`config.mk`:
```
export PLATFORM = sky130hd
export DESIGN_NAME = regfile_wb_arbiter
export DESIGN_NICKNAME = d
export VERILOG_FILES = /design/src/rtl/regfile_wb_arbiter.sv
export SDC_FILE = /design/constraint.sdc
export NUM_CORES = 1
export LEC_CHECK = 0
export BUFFER_PORTS_ARGS = -buffer_cell sky130_fd_sc_hd__buf_2
export CORE_MARGIN = 5
export CORE_UTILIZATION = 45
export DETAILED_ROUTE_END_ITERATION = 8
export GPL_TIMING_DRIVEN = 1
export PLACE_DENSITY = 0.73
export SLEW_MARGIN = 25
export SYNTH_ARGS = -nofsm -noshare
export SYNTH_HDL_FRONTEND = slang
export SYNTH_SLANG_ARGS = --single-unit
```
`constraint.sdc`:
```
create_clock -name I_CLK -period 2.05 [get_ports I_CLK]
set_input_delay 0.41 -clock I_CLK [delete_from_list [all_inputs] [get_ports I_CLK]]
set_output_delay 0.41 -clock I_CLK [all_outputs]
set_load 0.005 [all_outputs]
```
`src/rtl/regfile_wb_arbiter.sv`:
```
// regfile_wb_arbiter: arbitrates ALU and load write-backs onto the CR16 regfile port and tracks pending writes.
// Optional CR16_WB_ROUND_ROBIN_EN replaces fixed MEM priority with alternating grants.
module regfile_wb_arbiter #(
  parameter int MAX_WAIT = 4
) (
  input  logic        I_CLK,
  input  logic        I_NRESET,
  input  logic        I_ALU_VALID,
  input  logic [3:0]  I_ALU_DEST,
  input  logic [15:0] I_ALU_DATA,
  output logic        O_ALU_READY,
  input  logic        I_MEM_VALID,
  input  logic [3:0]  I_MEM_DEST,
  input  logic [15:0] I_MEM_DATA,
  output logic        O_MEM_READY,
  input  logic        I_ISSUE_VALID,
  input  logic [3:0]  I_ISSUE_DEST,
  output logic [15:0] O_REG_BUS,
  output logic [15:0] O_REG_ENABLE,
  output logic [15:0] O_PENDING
);
  localparam logic [3:0] MW = 4'(MAX_WAIT);
  logic [3:0]  alu_wait_q, alu_wait_d, mem_wait_q, mem_wait_d;
  logic        last_mem_q, last_mem_d;
  logic [15:0] reg_bus_q, reg_bus_d, reg_enable_q, reg_enable_d, pending_q, pending_d;
  logic        mem_win, alu_win, gnt;
  logic [3:0]  dest;
  logic [15:0] data, wr_mask;
  always_comb begin
`ifdef CR16_WB_ROUND_ROBIN_EN
    mem_win = I_MEM_VALID & (~I_ALU_VALID | ~last_mem_q);
`else
    mem_win = I_MEM_VALID & ~(I_ALU_VALID & (alu_wait_q == MW));
`endif
    alu_win = I_ALU_VALID & ~mem_win;
    O_MEM_READY = mem_win;
    O_ALU_READY = alu_win;
    gnt = mem_win | alu_win;
    dest = mem_win ? I_MEM_DEST : I_ALU_DEST;
    data = mem_win ? I_MEM_DATA : I_ALU_DATA;
    wr_mask = gnt ? 16'd1 << dest : 16'd0;
    alu_wait_d = (I_ALU_VALID & ~alu_win) ? ((alu_wait_q == MW) ? alu_wait_q : alu_wait_q + 4'd1) : 4'd0;
    mem_wait_d = (I_MEM_VALID & ~mem_win) ? ((mem_wait_q == MW) ? mem_wait_q : mem_wait_q + 4'd1) : 4'd0;
    last_mem_d = mem_win ? 1'b1 : (alu_win ? 1'b0 : last_mem_q);
    reg_enable_d = wr_mask;
    reg_bus_d = gnt ? data : reg_bus_q;
    // a same-cycle issue re-marks the register: the newer writer is still outstanding
    pending_d = (pending_q & ~wr_mask) | (I_ISSUE_VALID ? 16'd1 << I_ISSUE_DEST : 16'd0);
  end
  always_ff @(posedge I_CLK or negedge I_NRESET) begin
    if (!I_NRESET) begin
      alu_wait_q   <= '0;
      mem_wait_q   <= '0;
      last_mem_q   <= 1'b1;
      reg_bus_q    <= '0;
      reg_enable_q <= '0;
      pending_q    <= '0;
    end else begin
      alu_wait_q   <= alu_wait_d;
      mem_wait_q   <= mem_wait_d;
      last_mem_q   <= last_mem_d;
      reg_bus_q    <= reg_bus_d;
      reg_enable_q <= reg_enable_d;
      pending_q    <= pending_d;
    end
  end
  assign O_REG_BUS    = reg_bus_q;
  assign O_REG_ENABLE = reg_enable_q;
  assign O_PENDING    = pending_q;
endmodule
```
# ---- After elaboration in Yosys (flattened, before gate mapping)
# Cells that the tools add are included.
dict set report word_totals {
  output_inout_bits 50
  word_cells 26
  inputBits 49
  register_bits 52
}
dict set report classes {
  n_mux 6
  n_bitwise 11
  n_shift 2
  n_eq_ne 2
  add_sub_neg 1
}
# op n
set ops {}
lappend ops {{$mux W16} 3}
lappend ops {{$shl A1 B4 Y16 const A} 2}
lappend ops {{$and A16 B16 Y16} 1}
lappend ops {{$not A16 Y16} 1}
lappend ops {{$or A16 B16 Y16} 1}
lappend ops {{$mux W4} 3}
lappend ops {{$add A4 B1 Y4 const B} 1}
lappend ops {{$and A1 B1 Y1} 4}
lappend ops {{$eq A4 B3 Y1 const B} 1}
lappend ops {{$not A1 Y1} 3}
lappend ops {{$ne A2 B2 Y1 const B} 1}
lappend ops {{$or A1 B1 Y1} 1}

# ---- Depth between registers and ports, before layout
dict set report logic_depth {
  word_depth 11
  mapped_depth 7
  ltp_nobuf 6
}

# ---- Worst setup path before layout
# OpenSTA, ideal clock, no wires.
dict set report synth_timing {
  path_type {register to output}
  startpoint {register alu_wait_q[0]}
  endpoint {output O_ALU_READY}
  arrival_time_ns 1.267
  n_path_buf 1
  setup_slack_ns 0.373
  t_required_ns 1.640
  path_stages_with_launch 7
  path_cell_list {dfrtp_1 inv_1 ha_1 nand4b_2 nand2_2 buf_2 and2_1}
}
dict set report synth_between {
  elab_chain_cells 6
}
# element line_no
set synth_rtl {}
lappend synth_rtl {{start, declared} 23} ;# logic [3:0] alu_wait_q, alu_wait_d, mem_wait_q, mem_wait_d;
lappend synth_rtl {{start signal, assigned} 59} ;# alu_wait_q <= alu_wait_d;
lappend synth_rtl {{$eq A4 B3 Y1} 33} ;# mem_win = I_MEM_VALID & ~(I_ALU_VALID & (alu_wait_q == MW));
lappend synth_rtl {{$and A1 B1 Y1} 33}
lappend synth_rtl {{$not A1 Y1} 33}
lappend synth_rtl {{$and A1 B1 Y1} 33}
lappend synth_rtl {{$not A1 Y1} --}
lappend synth_rtl {{$and A1 B1 Y1} 35} ;# alu_win = I_ALU_VALID & ~mem_win;
lappend synth_rtl {{end, declared} 11} ;# output logic O_ALU_READY,
# No other way between the ends.

# ---- Worst setup path after layout
# Ends and elaborated chain as after synthesis.

==> results.md <==
- DR WL/cell: 17.3 um
- Synth area leaders: dfrtp_1, nand3_1, mux2i_1
- Critical path arrival: 1.45 ns
- Setup Crit Path Kind: register to output port
- Via density: 5.90
- Core Area: 0.00596 mm^2
- Post-synth top area share: 46.8%
- Crit path capture type: output port
- Vias in the first global route: 2,624
- Resized Gates After CTS: 0
- Largest net degree at the start of global routing: 33
- Final Hold Viols: 0
- Die area: 0.00785 mm^2
- Slew headroom: 64.1%
- Post-CTS Hold Buffers: 0
- FF-to-FF path depth: 6
- Outcome: finished, final reports clean
- Leakage: 0.00171 uW
- Top post-synthesis cells by count: dfrtp_1, nand3_1, mux2i_1, o21ai_1, nand4_1
- Fin. max-slew vios: 0
- Max stage delay on crit path: 0.37 ns
- IO buf count: 98
- DRT iter0 DRCs: 281
- Die width: 88.6 um
- Total CTS buffers: 5
- # IOs: 99
- Final wirelength: 7690 um
- Post-synth EDFFs: 0
- Synthesis-stage register bit count: 52
- Filler Cells Inserted: 542
- CTS tree: done
- Critical Path, Cell by Cell: inv_1 > ha_1 > nand4b_2 > nand2_2 > and2_1 > buf_2
- DR pass1 iterations: 4
- Final worst-path cycle share: 90.8%
- Mean Syn Cell Area: 10.0 um^2
- DRC violations left: 0
- Crit start category: register
- Main synth FF type: dfrtp_1
- Initial antenna violation count: 0
- H-tree depth: 2
- Root buffer cell: clkbuf_8
- Antenna diodes: 0
- Asr flop ratio synth: 100%
- Skew-Pair Late Insertion Delay: 0.30 ns
- Synth area leader: dfrtp_1
- Max-cap violation count: 0
- Ratio of cells with drive above 1 in the final layout: 32.2%
- Final global-route overflow total: 0
- Min Tclk post-route: 1.86 ns
- RSZ-0062 raised after global routing: false
- Routed Antenna Nets: 0
- CP max stage cell: dfrtp_1
- Clk buf depth: 2
- GP Congestion: 0.842
- Final Core Density: 57.7%
- Initial Util: 46.7%
- Total GRT Usage: 20.3%
- # clock sinks: 52
- Setup TNS: 0 ns
- Total setup buffers inserted after CTS: 0
- Synth-to-layout area growth: 23.6%
- Total design power: 2260 uW
- Setup violators final: 0
- Worst-path fanout max: 3
- CP required: 1.64 ns
- Worst-margin pin slew: 0.537 ns
- Post-synthesis sequential area ratio: 46.8%
- Syn_nets: 329
- Row count: 28
- Hpwl dp: 5700 um
- Register clock-pin slew on the reported worst setup and hold paths: 0.09 ns
- Hold Path Class: input port to asynchronous set/reset pin
- Pwr/cell area: 657 mW/mm^2
- Layout Nets: 420
- Cell count after synthesis: 278
- First-pass GRT wire length: 12,400 um
- Synthesized cell area: 0.00278 mm^2
- Syn. warnings: 0
- Via count: 2,624
- Synth cell types: 42
- Most frequent cell after synthesis: dfrtp_1
- Final Skew: 0.00598 ns
- Peak supply drop: 0.393 mV
- Die height: 88.6 um
- Maximum clock rate: 0.537 GHz
==> worst paths after layout <==
kind / startpoint / endpoint / slack (ns)
setup / recovery: alu_wait_q[0] / O_ALU_READY / 0.19
hold / removal: I_NRESET / O_REG_ENABLE[1] / 0.08
setup reg to reg: alu_wait_q[0] / O_PENDING[15] / 0.45
hold reg to reg: O_PENDING[15] / O_PENDING[15] / 0.55
max in group asynchronous: I_NRESET / O_PENDING[8] / 1.41
min in group I_CLK: I_MEM_DATA[14] / O_REG_BUS[14] / 0.36
==> area by class of cell <==
type / count / area, um^2 / area share [%]
sequential: 52 / 1300 / 37.9
clock buffer: 8 / 90.1 / 2.62
timing repair buffer: 109 / 586 / 17.0
multi-input combinational: 194 / 1340 / 39.0
tap: 75 / 93.8 / 2.73
inverter: 7 / 26.3 / 0.765
==> cells by family after synthesis <==
| kind of cell | Yosys count | share of synthesized area [%] |
|---|---|---|
| compound gates | 53 | 13.4 |
| flops | 52 | 46.8 |
| buf+inv | 32 | 5.04 |
| simple gates | 117 | 26.1 |
| mux | 20 | 7.20 |
| fa+ha+maj | 2 | 0.900 |
| xor+xnor | 2 | 0.630 |
==> registers in the layout, indices dropped and copies added (netlist names) <==
register      flops
O_PENDING        16
O_REG_BUS        16
O_REG_ENABLE     16
alu_wait_q        4
==> metrics by stage <==
stage | setup slack, ns | area, um^2 | hold WS (ns) | cells
2_1_floorplan | 0.373 | 2780 | 0.114 | 278
3_3_place_gp | 0.422 | 3350 | 0.397 | 437
3_5_place_dp | 0.397 | 3350 | 0.413 | 437
4_1_cts | 0.169 | 3440 | 0.0848 | 445
5_1_grt | 0.0798 | 3440 | 0.102 | 445
6_report | 0.188 | 3440 | 0.0769 | 445
==> cells in the final DEF, fill, tap and decap left out, types with 6 or more instances in the layout <==
| cell type | Yosys | routed |
|---|---|---|
| clkbuf_8 | 0 | 6 |
| a211oi_1 | 9 | 9 |
| nand4bb_1 | 6 | 6 |
| buf_2 | 13 | 98 |
| dfrtp_1 | 52 | 52 |
| nand3_1 | 41 | 41 |
| o21bai_1 | 7 | 7 |
| buf_4 | 1 | 10 |
| nand2_1 | 13 | 13 |
| o221ai_1 | 12 | 12 |
| mux2i_1 | 20 | 20 |
| o21ai_1 | 18 | 18 |
| nand4_1 | 14 | 14 |
==> critical path, delay by kind of cell (launching register included) <==
family | cells | cell delay [ns]
adder cells (fa/ha/maj) | 1 | 0.22
buffers and inverters | 2 | 0.18
flip-flops | 1 | 0.37
AND/OR/NAND/NOR | 3 | 0.40
==> power breakdown <==
group / switching (uW) / leakage, uW / total, uW / internal [uW]
combinational: 248 / 0.000988 / 467 / 219
sequential: 75.7 / 0.000673 / 1200 / 1130
clock: 311 / 0.0000455 / 586 / 276
==> per-layer routing <==
| layer | track usage [%] | vias to the layer above | wire, um |
|---|---|---|---|
| li1 | - | 1231 | - |
| met1 | 27.8 | 1236 | 3220 |
| met2 | 30.5 | 141 | 3540 |
| met3 | 5.12 | 16 | 757 |
| met4 | 9.07 | 0 | 170 |
| met5 | 0 | - | 0 |
Power figures use the tool's default switching activity.
